$ cat src/rtl/div_bcd_display_pkg.sv
// Shared types and constants for the quotient/remainder BCD display.
package div_bcd_display_pkg;

  typedef enum logic [1:0] {
    IDLE   = 2'd0,
    SHIFT  = 2'd1,
    COMMIT = 2'd2
  } state_t;

  localparam int unsigned ITERS  = 5;
  localparam int unsigned DIGITS = 4;

  localparam logic [6:0] SEG_0     = 7'b1000000;
  localparam logic [6:0] SEG_1     = 7'b1111001;
  localparam logic [6:0] SEG_2     = 7'b0100100;
  localparam logic [6:0] SEG_3     = 7'b0110000;
  localparam logic [6:0] SEG_4     = 7'b0011001;
  localparam logic [6:0] SEG_5     = 7'b0010010;
  localparam logic [6:0] SEG_6     = 7'b0000010;
  localparam logic [6:0] SEG_7     = 7'b1111000;
  localparam logic [6:0] SEG_8     = 7'b0000000;
  localparam logic [6:0] SEG_9     = 7'b0010000;
  localparam logic [6:0] SEG_BLANK = 7'b1111111;

  function automatic logic [6:0] seg_decode(input logic [3:0] d);
    case (d)
      4'd0:    return SEG_0;
      4'd1:    return SEG_1;
      4'd2:    return SEG_2;
      4'd3:    return SEG_3;
      4'd4:    return SEG_4;
      4'd5:    return SEG_5;
      4'd6:    return SEG_6;
      4'd7:    return SEG_7;
      4'd8:    return SEG_8;
      4'd9:    return SEG_9;
      default: return SEG_BLANK;
    endcase
  endfunction

endpackage

$ cat src/rtl/div_bcd_display_if.sv
// Request/result bundle between the divider side and the BCD display block.
interface div_bcd_display_if;
  import div_bcd_display_pkg::*;

  logic              start;
  logic [4:0]        quo;
  logic [4:0]        rem;
  logic              busy;
  logic              done;
  logic [6:0]        seg;
  logic [DIGITS-1:0] an;

  modport master (output start, quo, rem, input busy, done, seg, an);
  modport slave  (input start, quo, rem, output busy, done, seg, an);
endinterface

$ cat src/rtl/div_bcd_display_bcd_dd5.sv
// One 5-bit double-dabble engine: load a binary value, then step five times.
module bcd_dd5 (
  input  logic       clk,
  input  logic       reset,
  input  logic       load,
  input  logic       step,
  input  logic [4:0] bin,
  output logic [7:0] bcd
);

  logic [4:0]  bin_r;
  logic [7:0]  bcd_r;
  logic [7:0]  adj;
  logic [12:0] sh;

  always_comb begin
    adj = bcd_r;
    if (bcd_r[3:0] >= 4'd5) adj[3:0] = bcd_r[3:0] + 4'd3;
    if (bcd_r[7:4] >= 4'd5) adj[7:4] = bcd_r[7:4] + 4'd3;
    sh = {adj, bin_r} << 1;
  end

  always_ff @(posedge clk) begin
    if (reset) begin
      bcd_r <= '0;
      bin_r <= '0;
    end else if (load) begin
      bcd_r <= '0;
      bin_r <= bin;
    end else if (step) begin
      bcd_r <= sh[12:5];
      bin_r <= sh[4:0];
    end
  end

  assign bcd = bcd_r;

endmodule

$ cat src/rtl/div_bcd_display.sv
// Converts captured quotient/remainder to BCD and scans them onto a 4-digit
// multiplexed seven-segment display.
module div_bcd_display
  import div_bcd_display_pkg::*;
#(
  parameter int unsigned SCAN_DIV = 4
) (
  input logic              clk,
  input logic              reset,
  div_bcd_display_if.slave bus
);

  state_t                  state, state_n;
  logic [2:0]              iter;
  logic                    load, step, commit;
  logic [7:0]              q_bcd, r_bcd;
  logic [DIGITS-1:0][3:0]  digits, digits_n;
  logic [15:0]             presc, presc_n;
  logic [1:0]              idx, idx_n;
  logic                    done_r;
  logic [6:0]              seg_r;

  always_ff @(posedge clk) begin
    if (reset) state <= IDLE;
    else       state <= state_n;
  end

  always_comb begin
    state_n = state;
    load    = 1'b0;
    step    = 1'b0;
    commit  = 1'b0;
    case (state)
      IDLE: begin
        if (bus.start) begin
          state_n = SHIFT;
          load    = 1'b1;
        end
      end
      SHIFT: begin
        step = 1'b1;
        if (iter == 3'(ITERS - 1)) state_n = COMMIT;
      end
      COMMIT: begin
        commit  = 1'b1;
        state_n = IDLE;
      end
      default: state_n = IDLE;
    endcase
  end

  always_ff @(posedge clk) begin
    if (reset || load) iter <= '0;
    else if (step)     iter <= iter + 3'd1;
  end

  bcd_dd5 u_quo (.clk(clk), .reset(reset), .load(load), .step(step), .bin(bus.quo), .bcd(q_bcd));
  bcd_dd5 u_rem (.clk(clk), .reset(reset), .load(load), .step(step), .bin(bus.rem), .bcd(r_bcd));

  always_comb begin
    presc_n  = presc + 16'd1;
    idx_n    = idx;
    if (presc == 16'(SCAN_DIV - 1)) begin
      presc_n = '0;
      idx_n   = idx + 2'd1;
    end
    digits_n = commit ? {q_bcd, r_bcd} : digits;
  end

  // seg is decoded from next-cycle digit and index so it lines up with an
  always_ff @(posedge clk) begin
    if (reset) begin
      presc  <= '0;
      idx    <= '0;
      digits <= '0;
      done_r <= 1'b0;
      seg_r  <= SEG_0;
    end else begin
      presc  <= presc_n;
      idx    <= idx_n;
      digits <= digits_n;
      done_r <= commit;
      seg_r  <= seg_decode(digits_n[idx_n]);
    end
  end

  assign bus.busy = (state != IDLE);
  assign bus.done = done_r;
  assign bus.seg  = seg_r;
  assign bus.an   = ~(4'b0001 << idx);

endmodule

$ cat src/flat_wrapper.sv
// flat-port wrapper written by rule: the top's interface ports become plain ports
module div_bcd_display_flat import div_bcd_display_pkg::*;
#(
  parameter int unsigned SCAN_DIV = 4
)
  (clk, reset, bus_start, bus_quo, bus_rem, bus_busy, bus_done, bus_seg, bus_an);
  div_bcd_display_if bus_i ();
  input logic clk;
  input logic reset;
  input wire logic [$bits(bus_i.start)-1:0] bus_start;
  input wire logic [$bits(bus_i.quo)-1:0] bus_quo;
  input wire logic [$bits(bus_i.rem)-1:0] bus_rem;
  output wire logic [$bits(bus_i.busy)-1:0] bus_busy;
  output wire logic [$bits(bus_i.done)-1:0] bus_done;
  output wire logic [$bits(bus_i.seg)-1:0] bus_seg;
  output wire logic [$bits(bus_i.an)-1:0] bus_an;
  assign bus_i.start = bus_start;
  assign bus_i.quo = bus_quo;
  assign bus_i.rem = bus_rem;
  assign bus_busy = bus_i.busy;
  assign bus_done = bus_i.done;
  assign bus_seg = bus_i.seg;
  assign bus_an = bus_i.an;
  div_bcd_display #(.SCAN_DIV(SCAN_DIV)) u_core (.clk(clk), .reset(reset), .bus(bus_i));
endmodule
$ cat config.mk
export PLATFORM = sky130hd
export DESIGN_NAME = div_bcd_display_flat
export DESIGN_NICKNAME = d
export VERILOG_FILES = /design/src/rtl/div_bcd_display_pkg.sv /design/src/rtl/div_bcd_display_if.sv /design/src/rtl/div_bcd_display_bcd_dd5.sv /design/src/rtl/div_bcd_display.sv /design/src/flat_wrapper.sv
export SDC_FILE = /design/constraint.sdc
export NUM_CORES = 1
export LEC_CHECK = 0
export ABC_AREA = 1
export CAP_MARGIN = 0
export CORE_ASPECT_RATIO = 1.75
export CORE_MARGIN = 4
export CORE_UTILIZATION = 50
export DETAILED_ROUTE_END_ITERATION = 8
export DONT_BUFFER_PORTS = 1
export SYNTH_ARGS = -nofsm -noshare
export SYNTH_HDL_FRONTEND = slang
export SYNTH_SLANG_ARGS = --single-unit
$ cat constraint.sdc
create_clock -name clk -period 3.61 [get_ports clk]
set_clock_uncertainty 0.15 [all_clocks]
set_input_delay 0.361 -clock clk [delete_from_list [all_inputs] [get_ports clk]]
set_output_delay 0.361 -clock clk [all_outputs]
set_load 0.02 [all_outputs]
==> results.cfg, run 1 <==
[yosys]
async_reset_ff_frac = 0
synth-compound-area-share = 0.1218
synth_ff_type = dfxtp_1
yosys.area_share.simple = 0.3157
syn-num-nets = 560
avgSynthCellArea_um2 = 7.234
synth_top_family_by_area = simple AND/OR/NAND/NOR gates
synth_xor_area_frac = 0.01838
synthAdderAreaFrac = 0.06564
syn_area_um2 = 3812
ys_warn_count = 0
synth-seq-cells = 73
synth_cells = 527
synth_seq_area_share = 0.3833
synthMuxAreaShare = 0
synth_edf_count = 0
synth_cell_types = 36

[die]
fp-row-count = 41
start_util = 0.5197
coreArea_um2 = 7336
dieArea_um2 = 9140
fp.dieH_um = 123.5
ioPinCount = 26
fp.dieW_um = 74.01

[clocking]
cts.path.max_buffers = 2
worstSkewPairLatency_ns = 0.33
clk_pin_slew_ns = 0.06
cts-root-buf = clkbuf_16
clock-sinks = 73
cts_made_buffers = 9
cts_tree = done
htreeDepth = 3

[critical_path]
cp-end-kind = flop
cp_max_fo = 7
crit_type = flop to flop
critPathArrivalTime_ns = 2.62
worstPathRequired_ns = 3.73
start_kind = flop

[timing]
fin_setup_tns_ns = 0
report.final.slew_viol_count = 0
fmax_mhz = 401.2
whs_ns = 0.02100
rsz0062_at_grt = no
fin_crit_ns = 2.493
fin_crit_sh = 0.6905
hold_viol = 0
worstMarginPinSlew_ns = 0.6052
finalSetupViolCount = 0
slew_headroom = 0.5950

[global_route]
grt_util_all_layers = 0.1980
first_global_vias = 3084
antenna_found_initial = 0
grt_pass1_wl_um = 13780
gr-total-overflow = 0
grt_max_degree = 36

[placement]
finalWeightedCongestion = 0.8703
placed_cell_area_um2 = 3867
dp_hpwl_um = 6032
dp.cells = 600
portBuffers = 0

[cells_and_area]
diodes = 0
area.growth.synth_to_final_pct = 9.386
mostFrequentLayoutCells = 115 x nand2_1, 74 x inv_1, 73 x dfxtp_1, 52 x nor2_1, 34 x nand3_1
fin_cells = 616
final_nets = 559
final_common_cell = nand2_1
final_area_um2 = 4170
drive_gt1_frac = 0.1132

[pwr]
finalPower_uw = 1934
power_density_nw_per_um2 = 463.7
p_leak_uw = 0.001891
irDropWorstVdd_v = 0.0004396

[detailed_routing]
num_vias = 3228
drt_iter0_markers = 115
drtAntennaViolNets = 0
drc = 0
routedWlPerCell_um = 13.13
dr.pass1.iters = 4
via_per_inst = 5.240
finalWirelength_um = 8086

[hold_path]
hold_path.class = input port to flop

[flow_run]
drv_cap = 0

[status]
outcome = completed
report_power, final:
group / total, µW / internal [µW] / leakage (µW) / switching [µW]
sequential: 872 / 837 / 0.000592 / 35.0
combinational: 219 / 71.3 / 0.00116 / 148
clock: 842 / 516 / 0.000138 / 326
total: 1930 / 1430 / 0.00189 / 509
kinds of logic (layout without fill, tap and decap cells):
family | count (synthesis) | after routing
simple gates | 252 | 252
fa+ha+maj | 20 | 20
flops | 73 | 73
buf+inv | 93 | 96
xor+xnor | 8 | 8
compound gates | 81 | 81
per-layer routing:
metal,global-route usage,share of wire,vias up
li1,-,-,1669
met1,0.1951,0.39,1496
met2,0.3750,0.56,47
met3,0.03336,0.022,16
met4,0.1088,0.030,0
met5,0,0,-
cell type report:
type                            count  area, µm²
Timing Repair Buffer                3      35.03
Clock buffer                       13      270.3
Sequential cell                    73       1461
Clock inverter                      2      12.51
Fill cell                         740       3166
Inverter                           78      292.8
Multi-Input combinational cell    361       1991
Tap cell                           86      107.6
state kept, by name, indices dropped and copies added, names as in the netlist, 2 cells and up:
register            cells
u_core.bus.seg          7
u_core.idx              2
u_core.state            2
u_core.u_quo.bcd        8
u_core.u_rem.bin_r      5
u_core.digits          16
u_core.presc           16
u_core.u_rem.bcd        8
u_core.iter             3
u_core.u_quo.bin_r      5
path summary, 6_finish.rpt:
check                   from                    end  slack (ns)  depth (start not counted)
max          u_core.presc[0]      u_core.bus.seg[3]        1.12                         14
min               bus_rem[0]  u_core.u_rem.bin_r[0]        0.02                          2
max reg2reg  u_core.presc[0]      u_core.bus.seg[3]        1.12                         14
min reg2reg  u_core.presc[0]        u_core.presc[0]        0.31                          1
critical path: stages (launching register included):
cell	delay (ns)
dfxtp_1	0.37
ha_1	0.21
inv_2	0.06
nor2_2	0.12
nand2_1	0.08
nor2_2	0.14
nand2_2	0.10
o21ai_4	0.25
nand3_1	0.11
nand2_1	0.16
inv_1	0.10
ha_1	0.28
nand3_1	0.11
nand3_1	0.10
a21oi_2	0.11
timing repair:
action,4_1_cts,5_1_grt
buffers inserted,0,0
hold buffers,1,0
gates resized for setup,0,0
hold endpoints to repair,35,0
cells in the mapped netlist (2+ instances only):
| library cell | instances | share of area |
|---|---|---|
| a21oi_1 | 33 | 0.043 |
| a21oi_2 | 4 | 0.0092 |
| a31oi_1 | 8 | 0.013 |
| buf_2 | 2 | 0.0026 |
| clkbuf_1 | 11 | 0.011 |
| dfxtp_1 | 73 | 0.38 |
| ha_1 | 20 | 0.066 |
| inv_1 | 74 | 0.073 |
| inv_2 | 3 | 0.0030 |
| nand2_1 | 115 | 0.11 |
| nand2_2 | 9 | 0.015 |
| nand2_4 | 6 | 0.018 |
| nand3_1 | 34 | 0.045 |
| nand3_2 | 4 | 0.011 |
| nand3_4 | 2 | 0.0092 |
| nand3b_1 | 2 | 0.0039 |
| nand4_1 | 2 | 0.0033 |
| nor2_1 | 53 | 0.052 |
| nor2_2 | 8 | 0.013 |
| nor2_4 | 3 | 0.0089 |
| nor3_1 | 4 | 0.0053 |
| nor3b_1 | 5 | 0.0098 |
| nor4_1 | 2 | 0.0033 |
| o211ai_1 | 8 | 0.016 |
| o21ai_0 | 24 | 0.032 |
| o21ai_1 | 2 | 0.0026 |
| xnor2_1 | 3 | 0.0069 |
| xor2_1 | 5 | 0.011 |
metrics by stage:
step | util | setup slack, ns
2_1_floorplan | - | 1.346
3_3_place_gp | 0.5272 | 1.207
3_5_place_dp | 0.5272 | 1.121
4_1_cts | 0.5685 | 1.092
5_1_grt | 0.5685 | 0.8810
6_report | 0.5685 | 1.117
No activity file was read; power rests on OpenSTA's default activity.
==> run 2, diff against run 1 <==
--- a/config.mk
+++ b/config.mk
@@ -5,13 +5,14 @@
 export SDC_FILE = /design/constraint.sdc
 export NUM_CORES = 1
 export LEC_CHECK = 0
-export ABC_AREA = 1
+export ABC_AREA = 0
 export CAP_MARGIN = 0
 export CORE_ASPECT_RATIO = 1.75
 export CORE_MARGIN = 4
 export CORE_UTILIZATION = 50
 export DETAILED_ROUTE_END_ITERATION = 8
 export DONT_BUFFER_PORTS = 1
+export PLACE_DENSITY = 0.68
 export SYNTH_ARGS = -nofsm -noshare
 export SYNTH_HDL_FRONTEND = slang
 export SYNTH_SLANG_ARGS = --single-unit
==> constraint.sdc (replaced) <==
create_clock -name clk -period 2 [get_ports clk]
set_clock_uncertainty 0.15 [all_clocks]
set_input_delay 0.2 -clock clk [delete_from_list [all_inputs] [get_ports clk]]
set_output_delay 0.2 -clock clk [all_outputs]
set_load 0.02 [all_outputs]
==> results.cfg, run 2 <==
[status]
outcome = finished with violations
failed_checks = negative setup slack

[global_route]
first_global_vias = 3188
antenna_found_initial = 0
grt_pass1_wl_um = 13950
gr-total-overflow = 0
grt_util_all_layers = 0.2055
grt_max_degree = 39

[clocking]
htreeDepth = 3
cts_made_buffers = 9
cts.path.max_buffers = 2
clock-sinks = 73
cts-root-buf = clkbuf_16
clk_pin_slew_ns = 0.06
worstSkewPairLatency_ns = 0.34
cts_tree = done

[critical_path]
crit_type = flop to flop
reg2reg_depth = 10
worstPathRequired_ns = 2.10
start_kind = flop
r2r_setup_slack_ns = -0.44
r2r-end = u_core.bus.seg[3]
cp_max_fo = 5
regToRegStartpoint = u_core.presc[0]
critPathArrivalTime_ns = 2.54
cp-end-kind = flop

[cells_and_area]
drive_gt1_frac = 0.2480
ff_latch_area_um2 = 1468
fin_cells = 578
post-route-util = 0.6794
diodes = 0
top_regs = u_core.digits: 16 flops, u_core.presc: 16 flops
area.growth.synth_to_final_pct = 32.65
fill_cells = 560
mostFrequentLayoutCells = 70 x dfxtp_1, 67 x buf_4, 53 x nor2_1, 48 x nand2_1, 41 x a21oi_1
final_common_cell = dfxtp_1
multi_input_area_um2 = 2143
final_nets = 520

[yosys]
synth_most_common_cell = dfxtp_1
ys_warn_count = 0
synth_area_leaders = dfxtp_1 40%, ha_1 6.8%, mux2i_1 6.0%
synth_cells = 414
yosys.area.top_type_share = 0.3973
synth_edf_count = 0
synth_seq_area_share = 0.3973
avgSynthCellArea_um2 = 8.885
synth_top_area_cell = dfxtp_1
synthTopCellsByCount = 73 x dfxtp_1, 54 x nor2_1, 48 x nand2_1, 42 x a21oi_1, 23 x inv_1
async_reset_ff_frac = 0
synth_cell_types = 46
synth_ff_type = dfxtp_1
synth-seq-cells = 73
syn-num-nets = 447
syn_area_um2 = 3679

[timing]
fin_crit_ns = 2.436
slew_headroom = 0.6664
fin_crit_sh = 1.218
hold_viol = 0
worstMarginPinSlew_ns = 0.4986
worst_slack_ns = -0.4360
fin_setup_tns_ns = -2.737
rsz0062_at_grt = yes
report.final.slew_viol_count = 0
fmax_mhz = 410.5
finalSetupViolCount = 7

[detailed_routing]
via_per_inst = 5.403
dr.pass1.iters = 4
num_vias = 3123
drc = 0
routedWlPerCell_um = 14.69
finalWirelength_um = 8490
drtAntennaViolNets = 0
drt_iter0_markers = 142

[die]
ioPinCount = 26
fp.dieW_um = 72.84
dieArea_um2 = 8848
start_util = 0.5122
coreArea_um2 = 7182
fp.dieH_um = 121.5
fp-row-count = 41

[placement]
dp.cells = 542
finalWeightedCongestion = 0.8540
portBuffers = 0
dp_hpwl_um = 5633

[hold_path]
hold_path.class = input port to flop
hold_depth = 2
hp-start = reset
whs_endpoint = u_core.bus.seg[6]

[flow_run]
drv_cap = 0

[pwr]
irDropWorstVdd_v = 0.0005873
p_leak_uw = 0.002043
power_density_nw_per_um2 = 772.2
-- run 2: cell types whose count changed in the layout (fill, tap and decap cells not counted), sizes merged, moves of 9 or more --
cell,change
buf,+68
mux2i,+22
nand3,-29
xnor2,+9
o21ai,-14
nand2,-82
inv,-51
dlygate4sd3,+11
nor2,-10
-- run 2: cell type report --
class,instances,area share
clock buffer,9,0.04615
clock inverter,7,0.02897
sequential,73,0.3008
inverter,25,0.02077
tap,86,0.02205
multi-input combinational,296,0.4392
timing repair buffer,82,0.1421
-- run 2: power by group --
group	total [µW]	leakage, µW	switching (µW)	internal [µW]
clock network	1980	0.000176	633	1350
logic	285	0.00128	153	132
registers	1500	0.000592	20.9	1480
-- run 2: metal layers --
layer	vias up	global-route usage	part of all wire
met5	-	0	0
met2	56	0.3840	0.55
met1	1476	0.2026	0.38
met4	0	0.1166	0.038
li1	1567	-	-
met3	24	0.03814	0.028
-- run 2: timing repair --
action / 4_1_cts / 5_1_grt
hold buffers: 12 / 0
pin swaps: 5 / 8
resized for setup: 18 / 5
hold endpoints to repair: 38 / 0
gates cloned: 0 / 1
setup endpoints to repair: 7 / 7
setup buffers: 4 / 4
-- run 2: stage by stage --
stage | area (µm²) | setup slack, ns | power [µW] | hold WS [ns]
6_report | 4880 | -0.4360 | 3768 | 0.03125
5_1_grt | 4880 | -0.5639 | 3867 | 0.05048
4_1_cts | 4816 | -0.4120 | 3781 | 0.02674
3_5_place_dp | 4209 | -0.4600 | 1755 | 0.1269
3_3_place_gp | 4209 | -0.4212 | 1751 | 0.1224
2_1_floorplan | 3706 | -0.4097 | 1685 | 0.1886
-- run 2: kinds of logic (layout without fill, tap and decap cells) --
group	Yosys count	in the layout	synth area share
xor+xnor	20	20	0.04762
buf+inv	46	123	0.05748
fa+ha+maj	20	20	0.06803
simple gates	144	145	0.1755
compound gates	79	79	0.1340
flops	73	73	0.3973
mux	32	32	0.1201
-- run 2: critical path, stage by stage, from the launching register on --
cell and delay (ns):
dfxtp_2 0.35, ha_4 0.14, nor4b_4 0.32, a41oi_4 0.18
a32o_1 0.24, a221o_1 0.35, inv_2 0.13, ha_4 0.21
inv_2 0.04, mux2i_1 0.05, a211oi_1 0.19
-- run 2: worst max-delay path by stage --
stage	startpoint	slack (ns)	end
5_1_grt	u_core.presc[0]	-0.56	u_core.bus.seg[5]
3_3_place_gp	u_core.presc[0]	-0.42	u_core.bus.seg[3]
3_5_place_dp	u_core.presc[0]	-0.46	u_core.bus.seg[3]
6_report	u_core.presc[0]	-0.44	u_core.bus.seg[3]
4_1_cts	u_core.presc[0]	-0.41	u_core.bus.seg[3]
2_1_floorplan	u_core.idx[0]	-0.41	u_core.bus.seg[3]
